--- src/rtl/id_ex_stage.sv ---
// ID/EX pipeline register with load-use hazard detection.
// Inserts LOAD_LAT bubbles per hazard and counts them in a saturating counter.
module id_ex_stage #(
   parameter logic [5:0] LOAD_OPCODE = 6'b010000,
   parameter int         LOAD_LAT    = 1
) (
   input  logic        clk,
   input  logic        rst,
   input  logic        id_valid,
   input  logic [5:0]  id_opcode,
   input  logic [4:0]  id_rd,
   input  logic [4:0]  id_rn,
   input  logic [4:0]  id_rm,
   input  logic [9:0]  id_imm10,
   input  logic [14:0] id_imm15,
   input  logic [19:0] id_imm20,
   input  logic [15:0] id_pc,
   input  logic        flush,
   input  logic        stall_ext,
   output logic        ex_valid,
   output logic [5:0]  ex_opcode,
   output logic [4:0]  ex_rd,
   output logic [4:0]  ex_rn,
   output logic [4:0]  ex_rm,
   output logic [9:0]  ex_imm10,
   output logic [14:0] ex_imm15,
   output logic [19:0] ex_imm20,
   output logic [15:0] ex_pc,
   output logic        stall_out,
   output logic [15:0] bubble_cnt
);

   typedef enum logic {RUN, HSTALL} state_t;

   state_t     state, state_nxt;
   logic [1:0] rem, rem_nxt;
   logic       hazard;
   logic       bubble;
   logic       kill;
   logic       load_id;

   // A bubble leaves ex_valid low, so it can never look like a load in EX.
   assign hazard = id_valid & ex_valid & (ex_opcode == LOAD_OPCODE) & (ex_rd != 5'd0)
                 & ((ex_rd == id_rn) | (ex_rd == id_rm));

   assign stall_out = stall_ext
                    | (~rst & ~flush & (((state == RUN) & hazard) | (state == HSTALL)));

   always_comb begin
      state_nxt = state;
      rem_nxt   = rem;
      bubble    = 1'b0;
      kill      = 1'b0;
      load_id   = 1'b0;
      if (flush) begin
         state_nxt = RUN;
         rem_nxt   = 2'd0;
         kill      = 1'b1;
      end else if (stall_ext) begin
         state_nxt = state;
      end else if (state == HSTALL) begin
         bubble  = 1'b1;
         rem_nxt = rem - 2'd1;
         if (rem == 2'd1) begin
            state_nxt = RUN;
         end
      end else if (hazard) begin
         bubble = 1'b1;
         if (LOAD_LAT > 1) begin
            state_nxt = HSTALL;
            rem_nxt   = 2'(LOAD_LAT - 1);
         end
      end else begin
         load_id = 1'b1;
      end
   end

   always_ff @(posedge clk) begin
      if (rst) begin
         state <= RUN;
         rem   <= 2'd0;
      end else begin
         state <= state_nxt;
         rem   <= rem_nxt;
      end
   end

   always_ff @(posedge clk) begin
      if (rst) begin
         ex_valid  <= 1'b0;
         ex_opcode <= '0;
         ex_rd     <= '0;
         ex_rn     <= '0;
         ex_rm     <= '0;
         ex_imm10  <= '0;
         ex_imm15  <= '0;
         ex_imm20  <= '0;
         ex_pc     <= '0;
      end else if (kill || bubble) begin
         ex_valid <= 1'b0;
      end else if (load_id) begin
         ex_valid  <= id_valid;
         ex_opcode <= id_opcode;
         ex_rd     <= id_rd;
         ex_rn     <= id_rn;
         ex_rm     <= id_rm;
         ex_imm10  <= id_imm10;
         ex_imm15  <= id_imm15;
         ex_imm20  <= id_imm20;
         ex_pc     <= id_pc;
      end
   end

   always_ff @(posedge clk) begin
      if (rst) begin
         bubble_cnt <= 16'd0;
      end else if (bubble && (bubble_cnt != 16'hFFFF)) begin
         bubble_cnt <= bubble_cnt + 16'd1;
      end
   end

endmodule

--- config.mk ---
export PLATFORM = sky130hd
export DESIGN_NAME = id_ex_stage
export DESIGN_NICKNAME = d
export VERILOG_FILES = /design/src/rtl/id_ex_stage.sv
export SDC_FILE = /design/constraint.sdc
export NUM_CORES = 1
export LEC_CHECK = 0
export CORE_MARGIN = 8
export CORE_UTILIZATION = 41
export DETAILED_ROUTE_END_ITERATION = 12
export PLACE_DENSITY_LB_ADDON = 0.25
export SLEW_MARGIN = 20
export SYNTH_ARGS = -nofsm -noshare
export SYNTH_HDL_FRONTEND = slang
export SYNTH_SLANG_ARGS = --single-unit
--- constraint.sdc ---
create_clock -name clk -period 2.45 [get_ports clk]
set_input_delay 0.3675 -clock clk [delete_from_list [all_inputs] [get_ports clk]]
set_output_delay 0.3675 -clock clk [all_outputs]
set_load 0.02 [all_outputs]
* After elaboration in Yosys (flattened, before gate mapping) *
Cells that the tools add are included.

storage, ports and cells
  bits in registers = 102
  bits of input ports = 87

operators by class
  equal/unequal tests = 5
  add/sub/neg operators = 2
  reduce and logical (&&, ||, !) cells = 7
  muxes and demuxes = 11
  bitwise gates (word level) = 15

operators with widths
  cell                   count
  $add 16x1->16 const B  1
  $ne 16x16->1 const B   1
  $mux 1                 11
  $eq 5x5->1             2
  $and 1x1->1            7
  $eq 6x5->1 const B     1
  $not 1->1              5
  $reduce_bool 5->1      1
  $reduce_and 2->1       2
  $reduce_or 2->1        2
  $or 1x1->1             3
  $eq 2x1->1 const B     1
  $sub 2x1->2 const B    1
  $logic_and 1x1->1      1
  $logic_or 1x1->1       1

* Depth between registers and ports, before layout *
Gate-level depths: netlist (run 1).

  depth after elaboration = 11
  mapped depth = 8
  gate-level depth less buffers = 7

* Worst setup path before layout (run 1) *
Ideal clock, no wire load.

  kind = register -> output
  start = register ex_rd[0]
  end = output stall_out
  slack = 0.137 ns
  path buffers = 1
  stages on the path, launching flop included = 6
  arrival time = 1.945 ns
  path through = dfxtp_1 or4_1 o211a_4 a21oi_1 buf_2 o21bai_1

on the way
  word-level cells in the longest chain between the ends = 7
  elaborated cells on any way between the ends = 10
  those cells by class = eq/ne (2); bitwise (7); reduce/logical (1)

RTL lines
  item                                             line    RTL
  from (decl)                                      22      output logic [4:0] ex_rd,
  from (signal assigned)                           104     ex_rd <= id_rd;
  $eq 5x5->1 or $reduce_bool 5->1 (tied branches)  44, 43
  $or 1x1->1 or $and 1x1->1 (tied branches)        44, 43
  $and 1x1->1 (*)                                  44      & ((ex_rd == id_rn) | (ex_rd == id_rm));
  $and 1x1->1 (*)                                  47      | (~rst & ~flush & (((state == RUN) & hazard) | (state == HSTALL)));
  $or 1x1->1 (*)                                   47
  $and 1x1->1 (*)                                  47
  $or 1x1->1 (*)                                   47
  to (decl)                                        29      output logic stall_out,

Mark *: on every way between the ends. The rest lies on a longest branch, timed or not.

* Worst setup path in the final report (run 1) *
  start = register ex_rd[1]
  end = output stall_out

The elaborated chain is that of the path after synthesis.

==> metrics.txt, run 1 <==
status=completed; Area Overhead vs Synth=56.4%; detail-routed via count per cell=4.94; CTS Sinks=102; Synth top area share=50.1%; Slew Viols, Final=0; Slew @ Worst Pin=1.10 ns; Pleak=2.28 nW; total die area=13400 sq um; Reg2Reg Depth=8; routed wire length=12.8 mm; share of post-route cells with drive strength above 1=9.61%; WHS=0.368 ns; Mapped Area=4080 sq um; syn avg cell area=8.15 sq um; n_diodes=0; Post-synth top cells=nand2_1 (171), dfxtp_1 (102), a21oi_1 (85); Req. time, crit path=2.08 ns; placed cells=815; CP startpoint kind=register; Synth area leaders=dfxtp_1 (50%), nand2_1 (16%), a21oi_1 (10%); antenna violations before repair=0; gp weighted congestion=0.807; CTS tree=built; hpwl dp=9.56 mm; Final Skew=0.0148 ns; postcts setup bufs=0; Num CTS Buffers=9; H-tree depth=3; core area=9730 sq um; final hold vios=0; FMAX=423 MHz; DIE WIDTH=116 microns; Main synth FF type=dfxtp_1; Clock transition at path regs=0.10 ns; Initial Util=41.9%; register bit count reported by yosys=102; Core Util, Final=65.5%; Finish-stage setup viols=0; most common cell in the netlist=nand2_1; Synthesized Nets=589; NumNets Final=782; vias in the first global route=4077; port buffer count=186; Async SR Flop Fraction=0%; YS warnings=0; hold depth=3; GRT Util Overall=18.4%; I/O Pins=187; largest net degree at the start of global routing=101; Power Total=3.47 mW; crit end category=primary output; Clk Tree Root Cell=clkbuf_8; first-pass GRT wire length=20.0 mm; VDD IR max=337 uV; Clk Latency, worst-skew pair=0.35 ns; sequential fraction of the synthesis area=50.1%; WS Path Type=register to primary output; post-DR wirelength/cell=15.4 microns; hold crit path type=primary input to register; Post-synth EDFFs=0; RSZ-0062 raised after global routing=false; Max-cap violations=0; Slew headroom=26.6%; Final min period=2.36 ns; buffer levels on the longest clock path=2; WP data arrival=2.00 ns; ANT nets after route=0; Rows=36; PwrDens=545 nW/um^2; GRT overflow=0; vias=4101; post-route insts no fill=830; area leader, netlist=dfxtp_1; Die Height=116 microns; fin crit share=96.5%; DRC Markers=0; DRT Pass-1 Iters=4; Yosys cell types=37; DR iter-0 viols=302; Synth Instances=500; crit-path max FO=3
## cells by family (layout without fill, tap and decap cells)
group	count (synthesis)	in the layout	synth area share (%)
buf+inv	36	233	5.06
compound gates	114	114	16.7
fa+ha+maj	2	2	0.614
mux	2	2	0.552
flops	102	102	50.1
xor+xnor	14	14	3.01
simple gates	230	230	24.0
## final cells by class
cell class | instances | area, sq um
fill | 810 | 3350
timing repair buffer | 213 | 2090
sequential | 102 | 2040
multi-input combinational | 362 | 1850
tap | 133 | 166
clock buffer | 10 | 128
clock inverter | 5 | 82.6
inverter | 5 | 18.8
## critical path, cell delays in order (launching register included)
cell and delay (ns):
dfxtp_2 0.35, or4_1 0.54, o211a_4 0.26, a21oi_2 0.14, o21bai_1 0.09, clkdlybuf4s15_2 0.26
## metrics by stage
step	instance area [sq um]	TNS (ns)	worst slack (ns)
global placement	6140	-0.367	-0.252
finish	6370	0	0.0868
detailed placement	6140	-0.836	-0.246
CTS	6350	0	0.00950
global route	6370	0	0.0150
floorplan	4080	0	0.137
## registers in the layout, indices dropped and copies added (netlist names)
name,flops
bubble_cnt,16
ex_pc,16
ex_imm15,15
state,1
ex_imm10,10
ex_rd,5
ex_valid,1
ex_opcode,6
ex_rn,5
ex_rm,5
ex_imm20,20
rem,2
## layout by cell type, fill, tap and decap left out, types with 2 or more instances in the layout
| master | count |
|---|---|
| a21o_1 | 3 |
| a21oi_1 | 84 |
| a21oi_2 | 12 |
| and2_1 | 2 |
| and3_1 | 3 |
| buf_12 | 2 |
| buf_4 | 26 |
| bufinv_16 | 2 |
| clkbuf_8 | 9 |
| clkdlybuf4s50_1 | 184 |
| dfxtp_1 | 101 |
| ha_1 | 2 |
| inv_1 | 5 |
| mux2_2 | 2 |
| nand2_1 | 171 |
| nand3_1 | 9 |
| nand4_1 | 5 |
| nor2_1 | 15 |
| nor2b_1 | 3 |
| nor3_1 | 3 |
| nor3_2 | 2 |
| nor4_1 | 2 |
| o21ai_0 | 2 |
| o31ai_1 | 6 |
| or2_2 | 2 |
| or4_1 | 8 |
| xnor2_1 | 4 |
| xor2_1 | 10 |
## routing by layer
layer	global-route usage, %	part of all wire (%)	up-vias
met5	0	0	-
met4	5.53	1.8	0
met3	4.69	7.0	18
met2	32.2	49	127
met1	21.5	42	1907
li1	-	-	2049
## power by group
group | internal [mW] | switching, mW
Clock | 0.575 | 0.570
Combinational | 0.304 | 0.272
Sequential | 1.72 | 0.0331
Total | 2.60 | 0.876
## what timing repair did
item                                    in CTS  in global routing
endpoints found under the hold margin        0                  0
endpoints found under the setup margin       1                  1
gates resized for setup                      3                  5
hold buffers                                 0                  0
## final timing paths
kind                        end  slack [ns]   startpoint
setup reg to reg  bubble_cnt[6]        0.17     ex_rd[1]
hold reg to reg     ex_imm20[8]        0.46  ex_imm20[8]
setup / recovery      stall_out        0.09     ex_rd[1]
hold / removal           rem[1]        0.37          rst
Power figures use the tool's default switching activity.
==> inputs of run 2 (changes only) <==
--- a/config.mk
+++ b/config.mk
@@ -6,7 +6,8 @@
 export NUM_CORES = 1
 export LEC_CHECK = 0
 export CORE_MARGIN = 8
-export CORE_UTILIZATION = 41
+export CORE_UTILIZATION = 46
+export CTS_BUF_LIST = sky130_fd_sc_hd__clkbuf_8
 export DETAILED_ROUTE_END_ITERATION = 12
 export PLACE_DENSITY_LB_ADDON = 0.25
 export SLEW_MARGIN = 20
==> constraint.sdc (replaced) <==
create_clock -name clk -period 2.76 [get_ports clk]
set_input_delay 0.276 -clock clk [delete_from_list [all_inputs] [get_ports clk]]
set_output_delay 0.276 -clock clk [all_outputs]
set_load 0.02 [all_outputs]
==> run 2 against run 1 <==
  * Wire length is 1.8% lower
  * Clock skew is 0.0033 ns higher
  * Highest routed layer unchanged
  * Global-route usage is 1.4 points higher
  * Die area is 9.4% lower
  * Clock-buffer cell count is 1 lower
==> metrics.txt, run 2 (synthesis gave the netlist of run 1 again) <==
status=completed; detail-routed via count per cell=5.07; share of post-route cells with drive strength above 1=6.89%; M2 GR Usage=33.8%; buffer levels on the longest clock path=2; Clk Latency, worst-skew pair=0.37 ns; number of buffers inserted by hold repair at cts=0; Rows=34; final hold vios=0; largest net degree at the start of global routing=101; post_cts resized=0; Slew Viols, Final=0; Clk Tree Root Cell=clkbuf_8; Area Overhead vs Synth=52.7%; Finish-stage setup viols=0; hold worst-path end=rem[0]; FF-to-FF setup slack=0.37 ns; vias in the first global route=3906; RR Endpoint=ex_imm15[6]; DRC Markers=0; # fillers=701; postcts setup bufs=0; hold crit path type=primary input to register; gp weighted congestion=0.834; VDD IR max=308 uV; final worst setup slack=0.371 ns; Max-cap violations=0; port buffer count=186; I/O Pins=187; antenna violations before repair=0; Top Usage Layer GRT=met2; FF-to-FF Start=ex_rd[0]; Slew headroom=26.0%; crit end category=register; H-tree depth=3; Req. time, crit path=2.97 ns; post-route setup TNS=0 ns; Pleak=2.20 nW; commonest non-fill, non-tap cell in the layout=clkdlybuf4s50_1; hpwl dp=9.38 mm; max FFs per register=20; pre-CTS setup slack=0.185 ns; GR Util met3=7.73%; DR iter-0 viols=191; Slew @ Worst Pin=1.11 ns; n_diodes=0; fin crit share=86.5%; core area=8680 sq um; GRT overflow=0; Num CTS Buffers=9; DRT Pass-1 Iters=4; DIE WIDTH=110 microns; GR Util met1=21.8%; CP startpoint kind=register; WS Path Type=register to register; Initial Util=47.0%; ANT nets after route=0; Largest regs=ex_imm20 (20), bubble_cnt (16), ex_pc (16); post-DR wirelength/cell=15.9 microns; NumNets Final=766; Final min period=2.39 ns; Final Skew=0.0181 ns; RSZ-0062 raised after global routing=false; most frequent cells in the layout=clkdlybuf4s50_1 (184), nand2_1 (171), dfxtp_1 (102); Min-Delay Startpoint=rst; Clock transition at path regs=0.10 ns; GRT Util Overall=19.8%; WP data arrival=2.60 ns; first-pass GRT wire length=19.1 mm; vias=4002; CTS tree=built; CTS Sinks=102; routed wire length=12.6 mm; hold depth=3; crit-path max FO=29; largest register by flop count=ex_imm20; Reg2Reg Depth=7; total die area=12100 sq um; FMAX=419 MHz; Die Height=110 microns; PwrDens=487 nW/um^2
==> run 2: cell count changes in the layout (fill, tap and decap cells not counted), moves of 2 or more <==
| cell | previous run | this run |
|---|---|---|
| buf_4 | 26 | 8 |
| buf_12 | 2 | 4 |
| clkinvlp_4 | 0 | 2 |
| nor3_1 | 3 | 5 |
| nor3_2 | 2 | 0 |
==> run 2: final cells by class <==
class                      count  area, sq um  share of cell area [%]
clock inverter                 7         83.8                    1.35
inverter                       5         18.8                   0.301
sequential                   102         2040                    32.8
multi-input combinational    362         1830                    29.4
timing repair buffer         197         1990                    32.0
tap                          108          135                    2.17
clock buffer                   9          124                    1.99
==> run 2: metrics by stage <==
stage	power (mW)	utilization, %	cell area, sq um	instances	hold WS, ns
global placement	2.08	69.3	6020	774	0.441
CTS	3.07	71.7	6220	790	0.237
floorplan	1.81	-	4080	500	0.412
global route	3.16	71.7	6230	790	0.254
detailed placement	2.09	69.3	6020	774	0.447
finish	3.03	71.7	6230	790	0.253
==> run 2: layer usage <==
metal / up-vias / wire [microns]
met2: 136 / 6060
met4: 0 / 250
met3: 19 / 1200
met1: 1826 / 5080
li1: 2021 / -
met5: - / 0
==> run 2: power breakdown <==
group	internal, mW	leakage [nW]	switching [mW]
sequential	1.53	0.831	0.0325
combinational	0.260	1.27	0.236
clock	0.430	0.0986	0.547
==> run 2: critical path, cell delays in order (launching register included) <==
cell and delay (ns):
dfxtp_1 0.38, or4_1 0.59, o211a_4 0.26, buf_4 0.15, a211o_2 0.48, buf_12 0.22, nand2_1 0.07, a21oi_1 0.07
==> run 2: worst max-delay path by stage <==
stage	startpoint	to	slack, ns	cells past startpoint
after floorplan	bubble_cnt[0]	bubble_cnt[10]	0.48	7
after global placement	id_valid	stall_out	0.24	7
after detailed placement	id_valid	bubble_cnt[4]	0.19	9
after CTS	ex_rd[0]	stall_out	0.06	5
after global routing	ex_rd[0]	stall_out	0.29	5
final	ex_rd[0]	ex_imm15[6]	0.37	7
